<file path="src/rtl/usr_pkg.sv">
// Shared definitions for the universal shift register: mode encodings and
// the helper that sizes the shift counter.
package usr_pkg;

    localparam logic [2:0] MODE_HOLD = 3'b000;
    localparam logic [2:0] MODE_LOAD = 3'b001;
    localparam logic [2:0] MODE_SHL  = 3'b010;
    localparam logic [2:0] MODE_SHR  = 3'b011;
    localparam logic [2:0] MODE_ROL  = 3'b100;
    localparam logic [2:0] MODE_ROR  = 3'b101;
    localparam logic [2:0] MODE_CLR  = 3'b110;
    localparam logic [2:0] MODE_RSVD = 3'b111;

    // The counter must be able to hold the value WIDTH itself.
    function automatic int cnt_width(input int width);
        return $clog2(width + 1);
    endfunction

endpackage

</file>
<file path="src/rtl/dff_en_arst.sv">
// Enabled flop bank with active-low asynchronous reset to a parameterised value.
module dff_en_arst #(
    parameter int               WIDTH     = 8,
    parameter logic [WIDTH-1:0] RESET_VAL = '0
) (
    input  logic             clk,
    input  logic             rst_n,
    input  logic             en_i,
    input  logic [WIDTH-1:0] d_i,
    output logic [WIDTH-1:0] q_o
);

    always_ff @(posedge clk or negedge rst_n) begin
        if (!rst_n) begin
            q_o <= RESET_VAL;
        end else if (en_i) begin
            q_o <= d_i;
        end
    end

endmodule

</file>
<file path="src/rtl/univ_shift_reg.sv">
// Universal shift register: hold/load/shift/rotate/clear with a saturating
// shift counter and a one-cycle done pulse for serializer use.
module univ_shift_reg
    import usr_pkg::*;
#(
    parameter int               WIDTH     = 8,
    parameter logic [WIDTH-1:0] RESET_VAL = {WIDTH{1'b0}}
) (
    input  logic                          clk,
    input  logic                          rst,
    input  logic                          en,
    input  logic [2:0]                    mode,
    input  logic [WIDTH-1:0]              d,
    input  logic                          sin,
    output logic [WIDTH-1:0]              q,
    output logic [WIDTH-1:0]              qbar,
    output logic                          sout,
    output logic [cnt_width(WIDTH)-1:0]   cnt,
    output logic                          done
);

    localparam int            CW       = cnt_width(WIDTH);
    localparam logic [CW-1:0] CNT_MAX  = CW'(WIDTH);
    localparam logic [CW-1:0] CNT_LAST = CW'(WIDTH - 1);

    logic [WIDTH-1:0] q_d, q_q;
    logic [CW-1:0]    cnt_d, cnt_q;
    logic             done_d, done_q;
    logic             is_shift;
    logic             is_rearm;

    always_comb begin
        q_d      = q_q;
        is_shift = 1'b0;
        is_rearm = 1'b0;
        case (mode)
            MODE_LOAD: begin
                q_d      = d;
                is_rearm = 1'b1;
            end
            MODE_SHL: begin
                q_d      = {q_q[WIDTH-2:0], sin};
                is_shift = 1'b1;
            end
            MODE_SHR: begin
                q_d      = {sin, q_q[WIDTH-1:1]};
                is_shift = 1'b1;
            end
            MODE_ROL: begin
                q_d      = {q_q[WIDTH-2:0], q_q[WIDTH-1]};
                is_shift = 1'b1;
            end
            MODE_ROR: begin
                q_d      = {q_q[0], q_q[WIDTH-1:1]};
                is_shift = 1'b1;
            end
            MODE_CLR: begin
                q_d      = '0;
                is_rearm = 1'b1;
            end
            default: q_d = q_q;
        endcase
    end

    dff_en_arst #(
        .WIDTH    (WIDTH),
        .RESET_VAL(RESET_VAL)
    ) u_q_bank (
        .clk  (clk),
        .rst_n(rst),
        .en_i (en),
        .d_i  (q_d),
        .q_o  (q_q)
    );

    // done fires only on the WIDTH-1 -> WIDTH transition, so saturation never re-pulses.
    always_comb begin
        cnt_d  = cnt_q;
        done_d = 1'b0;
        if (en) begin
            if (is_rearm) begin
                cnt_d = '0;
            end else if (is_shift && (cnt_q != CNT_MAX)) begin
                cnt_d  = cnt_q + 1'b1;
                done_d = (cnt_q == CNT_LAST);
            end
        end
    end

    always_ff @(posedge clk or negedge rst) begin
        if (!rst) begin
            cnt_q  <= '0;
            done_q <= 1'b0;
        end else begin
            done_q <= done_d;
            if (en) begin
                cnt_q <= cnt_d;
            end
        end
    end

    assign q    = q_q;
    assign qbar = ~q_q;
    assign sout = ((mode == MODE_SHL) || (mode == MODE_ROL)) ? q_q[WIDTH-1] : q_q[0];
    assign cnt  = cnt_q;
    assign done = done_q;

endmodule

</file>
<file path="config.mk">
export PLATFORM = sky130hd
export DESIGN_NAME = univ_shift_reg
export DESIGN_NICKNAME = d
export VERILOG_FILES = /design/src/rtl/usr_pkg.sv /design/src/rtl/dff_en_arst.sv /design/src/rtl/univ_shift_reg.sv
export SDC_FILE = /design/constraint.sdc
export NUM_CORES = 1
export LEC_CHECK = 0
export ABC_AREA = 1
export BUFFER_PORTS_ARGS = -buffer_cell sky130_fd_sc_hd__buf_2
export CORE_MARGIN = 5
export CORE_UTILIZATION = 40
export CTS_BUF_LIST = sky130_fd_sc_hd__clkbuf_8
export CTS_CLUSTER_SIZE = 24
export DETAILED_ROUTE_END_ITERATION = 7
export GPL_TIMING_DRIVEN = 0
export HOLD_SLACK_MARGIN = 0.02
export PLACE_DENSITY = 0.8
export SLEW_MARGIN = 20
export SYNTH_ARGS = -nofsm -noshare
export SYNTH_HDL_FRONTEND = slang
export SYNTH_SLANG_ARGS = --single-unit
</file>
<file path="constraint.sdc">
create_clock -name clk -period 1.6 [get_ports clk]
set_clock_uncertainty 0.15 [all_clocks]
set_input_delay 0.08 -clock clk [delete_from_list [all_inputs] [get_ports clk]]
set_output_delay 0.08 -clock clk [all_outputs]
set_load 0.1 [all_outputs]
</file>
==> qor.yml <==
status: "complete, no violations"
die_h_um: 58.79
path_buf_inv: 2
worstMarginPinSlew_ns: 0.4878
pwr-share-comb: 0.595
antenna_found_initial: 0
hold_viol: 0
period_minus_slack_ns: 1.508
drc: 0
ant_nets: 0
clock_latency_ns: 0.24
synth_nets: 154
finalCritPeriodShare: 0.9425
ioPinCount: 37
dr.pass1.iters: 4
cp.arrival_ns: 1.28
portBuffers: 34
sequentialPowerShare: 0.259
fill_cells: 230
slowest_delay_ns: 0.51
overflow: 0
routed_wirelength_um: 2637
numCtsBuffers: 3
maxSlewHeadroom: 0.6770
clock-sinks: 13
vdd_drop_max_mv: 0.9101
cts-root-buf: "clkbuf_8"
worstSetupEndpointType: "primary output"
yosysSeqAreaShare: 0.3417
syn_to_final_growth_pct: 34.69
postSynthCellCount: 137
finish.net_count: 195
synth_cell_types: 18
grt_pass1_wl_um: 4616
hpwl_um: 2007
place_ws_ns: 0.09603
grt_pass1_vias: 1082
syn_avg_cell_area_um2: 6.950
internal-power_w: 0.0007650
p_leak_nw: 0.6600
core.rowCount: 17
cp_max_fo: 5
stdcell_area_mm2: 0.001282
worstPathRequired_ns: 1.37
tns_ns: 0
grt_use_total: 0.1696
rsz0062_at_grt: "no"
path_clk_slew_ns: 0.06
drive_gt1_frac: 0.4124
drt-initial-drc-count: 32
final-setup-viol-count: 0
die_x_um: 58.79
cts_max_level: 1
timing.hold.worst.class: "input pin to flip-flop"
cts_tree: "built"
crit_family: "buffers and inverters"
slowest_stage: "dfrtp_4"
gp_congestion: 0.8338
via_count: 1045
core-area_mm2: 0.002233
placed_area_mm2: 0.001215
syn_area_um2: 952.2
cts.path.max_buffers: 2
p_sw_frac: 0.6150
maxSlewViolCount: 0
avgViaCountPerCell: 5.098
critPathLaunchType: "flip-flop"
p_switching_w: 0.001222
worst-setup-path-type: "flip-flop to primary output"
ys_ff_latch: 13
wl_per_cell_um: 12.86
start_util: 0.4263
worst_slack_ns: 0.09208
power.total_w: 0.001987
clkPwrFrac: 0.146
dieArea_mm2: 0.003456
n_antenna_cell: 0
grt_max_degree: 14
pwr_density_cell_mw_per_mm2: 1549
yosys_warnings: 0
critical_path.cell_chain: "clkinvlp_4 > buf_2"
drv_cap: 0
max_freq_mhz: 663.2
==> layer usage <==
layer  routed length [um]  vias up  global-route usage
met3                  201        8             0.04167
met1                 1051      469              0.1842
met2                 1299       39              0.2997
met4                   85        0             0.09061
met5                    0        -                   0
li1                     -      529                   -
==> state kept, by name, summed over array words and instances, names as in the netlist <==
signal and count:
cnt 4, done 1, u_q_bank.q_o 8
==> cells in the mapped netlist (all sizes together) <==
cell / instances / share of area
buf: 2 / 0.024
dfrtp: 13 / 0.34
ha: 2 / 0.026
inv: 18 / 0.076
nand2: 64 / 0.28
nand3: 15 / 0.092
nand4: 16 / 0.11
nor2: 2 / 0.0079
nor3b: 1 / 0.0079
o211ai: 1 / 0.013
o21a: 1 / 0.016
o21ai: 1 / 0.0053
xor2: 1 / 0.0092
==> placed cells by master, fill, tap and decap left out, drive strengths merged <==
| master | n |
|---|---|
| buf | 35 |
| clkbuf | 4 |
| clkinvlp | 7 |
| dfrtp | 13 |
| dlygate4sd3 | 2 |
| ha | 2 |
| inv | 12 |
| nand2 | 64 |
| nand3 | 15 |
| nand4 | 16 |
| nor2 | 2 |
| nor3b | 1 |
| o211ai | 1 |
| o21a | 1 |
| o21ai | 1 |
| xor2 | 1 |
==> cells by family after synthesis <==
| group | count (synthesis) | share of synthesized area |
|---|---|---|
| simple gates | 98 | 0.4889 |
| buf+inv | 20 | 0.09987 |
| flops | 13 | 0.3417 |
| compound gates | 3 | 0.03415 |
| fa+ha+maj | 2 | 0.02628 |
| xor+xnor | 1 | 0.009200 |
==> power groups by stage <==
stage	clock, W	sequential (W)	combinational, W
after floorplan	0	0.000949	0.000553
after global placement	0	0.000513	0.00116
after detailed placement	0	0.000520	0.00118
after CTS	0.000294	0.000514	0.00119
after global routing	0.000315	0.000526	0.00123
final	0.000290	0.000514	0.00118
==> through the flow <==
| stage | instances | hold slack (ns) | utilization |
|---|---|---|---|
| CTS | 205 | 0.04185 | 0.5731 |
| global placement | 199 | -0.1606 | 0.5440 |
| global route | 205 | 0.06522 | 0.5742 |
| detailed placement | 199 | -0.1650 | 0.5440 |
| finish | 205 | 0.04079 | 0.5742 |
| floorplan | 137 | -0.3656 | - |
==> area by class of cell <==
| type | instances | area (um2) | area share |
|---|---|---|---|
| flip-flops and latches | 13 | 345.3 | 0.2693 |
| clock buffers | 3 | 41.29 | 0.03220 |
| multi-input cells | 104 | 543.0 | 0.4234 |
| clock inverters | 1 | 3.754 | 0.002927 |
| inverters | 18 | 98.84 | 0.07707 |
| repair buffers | 36 | 192.7 | 0.1502 |
| well taps | 28 | 35.03 | 0.02732 |
| plain buffers | 2 | 22.52 | 0.01756 |
==> final timing paths <==
| check | start | endpoint | slack, ns | depth (start not counted) |
|---|---|---|---|---|
| min in group asynchronous | rst | u_q_bank.q_o[0] | 0.11 | 2 |
| max in group asynchronous | rst | cnt[0] | 0.94 | 2 |
| worst max-delay path | u_q_bank.q_o[0] | qbar[0] | 0.09 | 2 |
| worst max register to register | cnt[0] | cnt[3] | 0.21 | 7 |
| worst min-delay path | d[6] | u_q_bank.q_o[6] | 0.04 | 5 |
| worst min register to register | cnt[3] | cnt[3] | 0.38 | 2 |
==> worst register-to-register path, delay by kind of cell, from the launching register on <==
family / cells / cell delay, ns
AND/OR/NAND/NOR: 4 / 0.30
flip-flops: 1 / 0.50
adder cells (fa/ha/maj): 1 / 0.15
buffers and inverters: 2 / 0.18
==> timing repair <==
item | 4_1_cts | 5_1_grt
endpoints found under the setup margin | 0 | 1
buffers inserted | 0 | 0
hold buffers | 2 | 0
endpoints found under the hold margin | 14 | 0
gates resized for setup | 0 | 1
(Power assumes the default switching activity.)
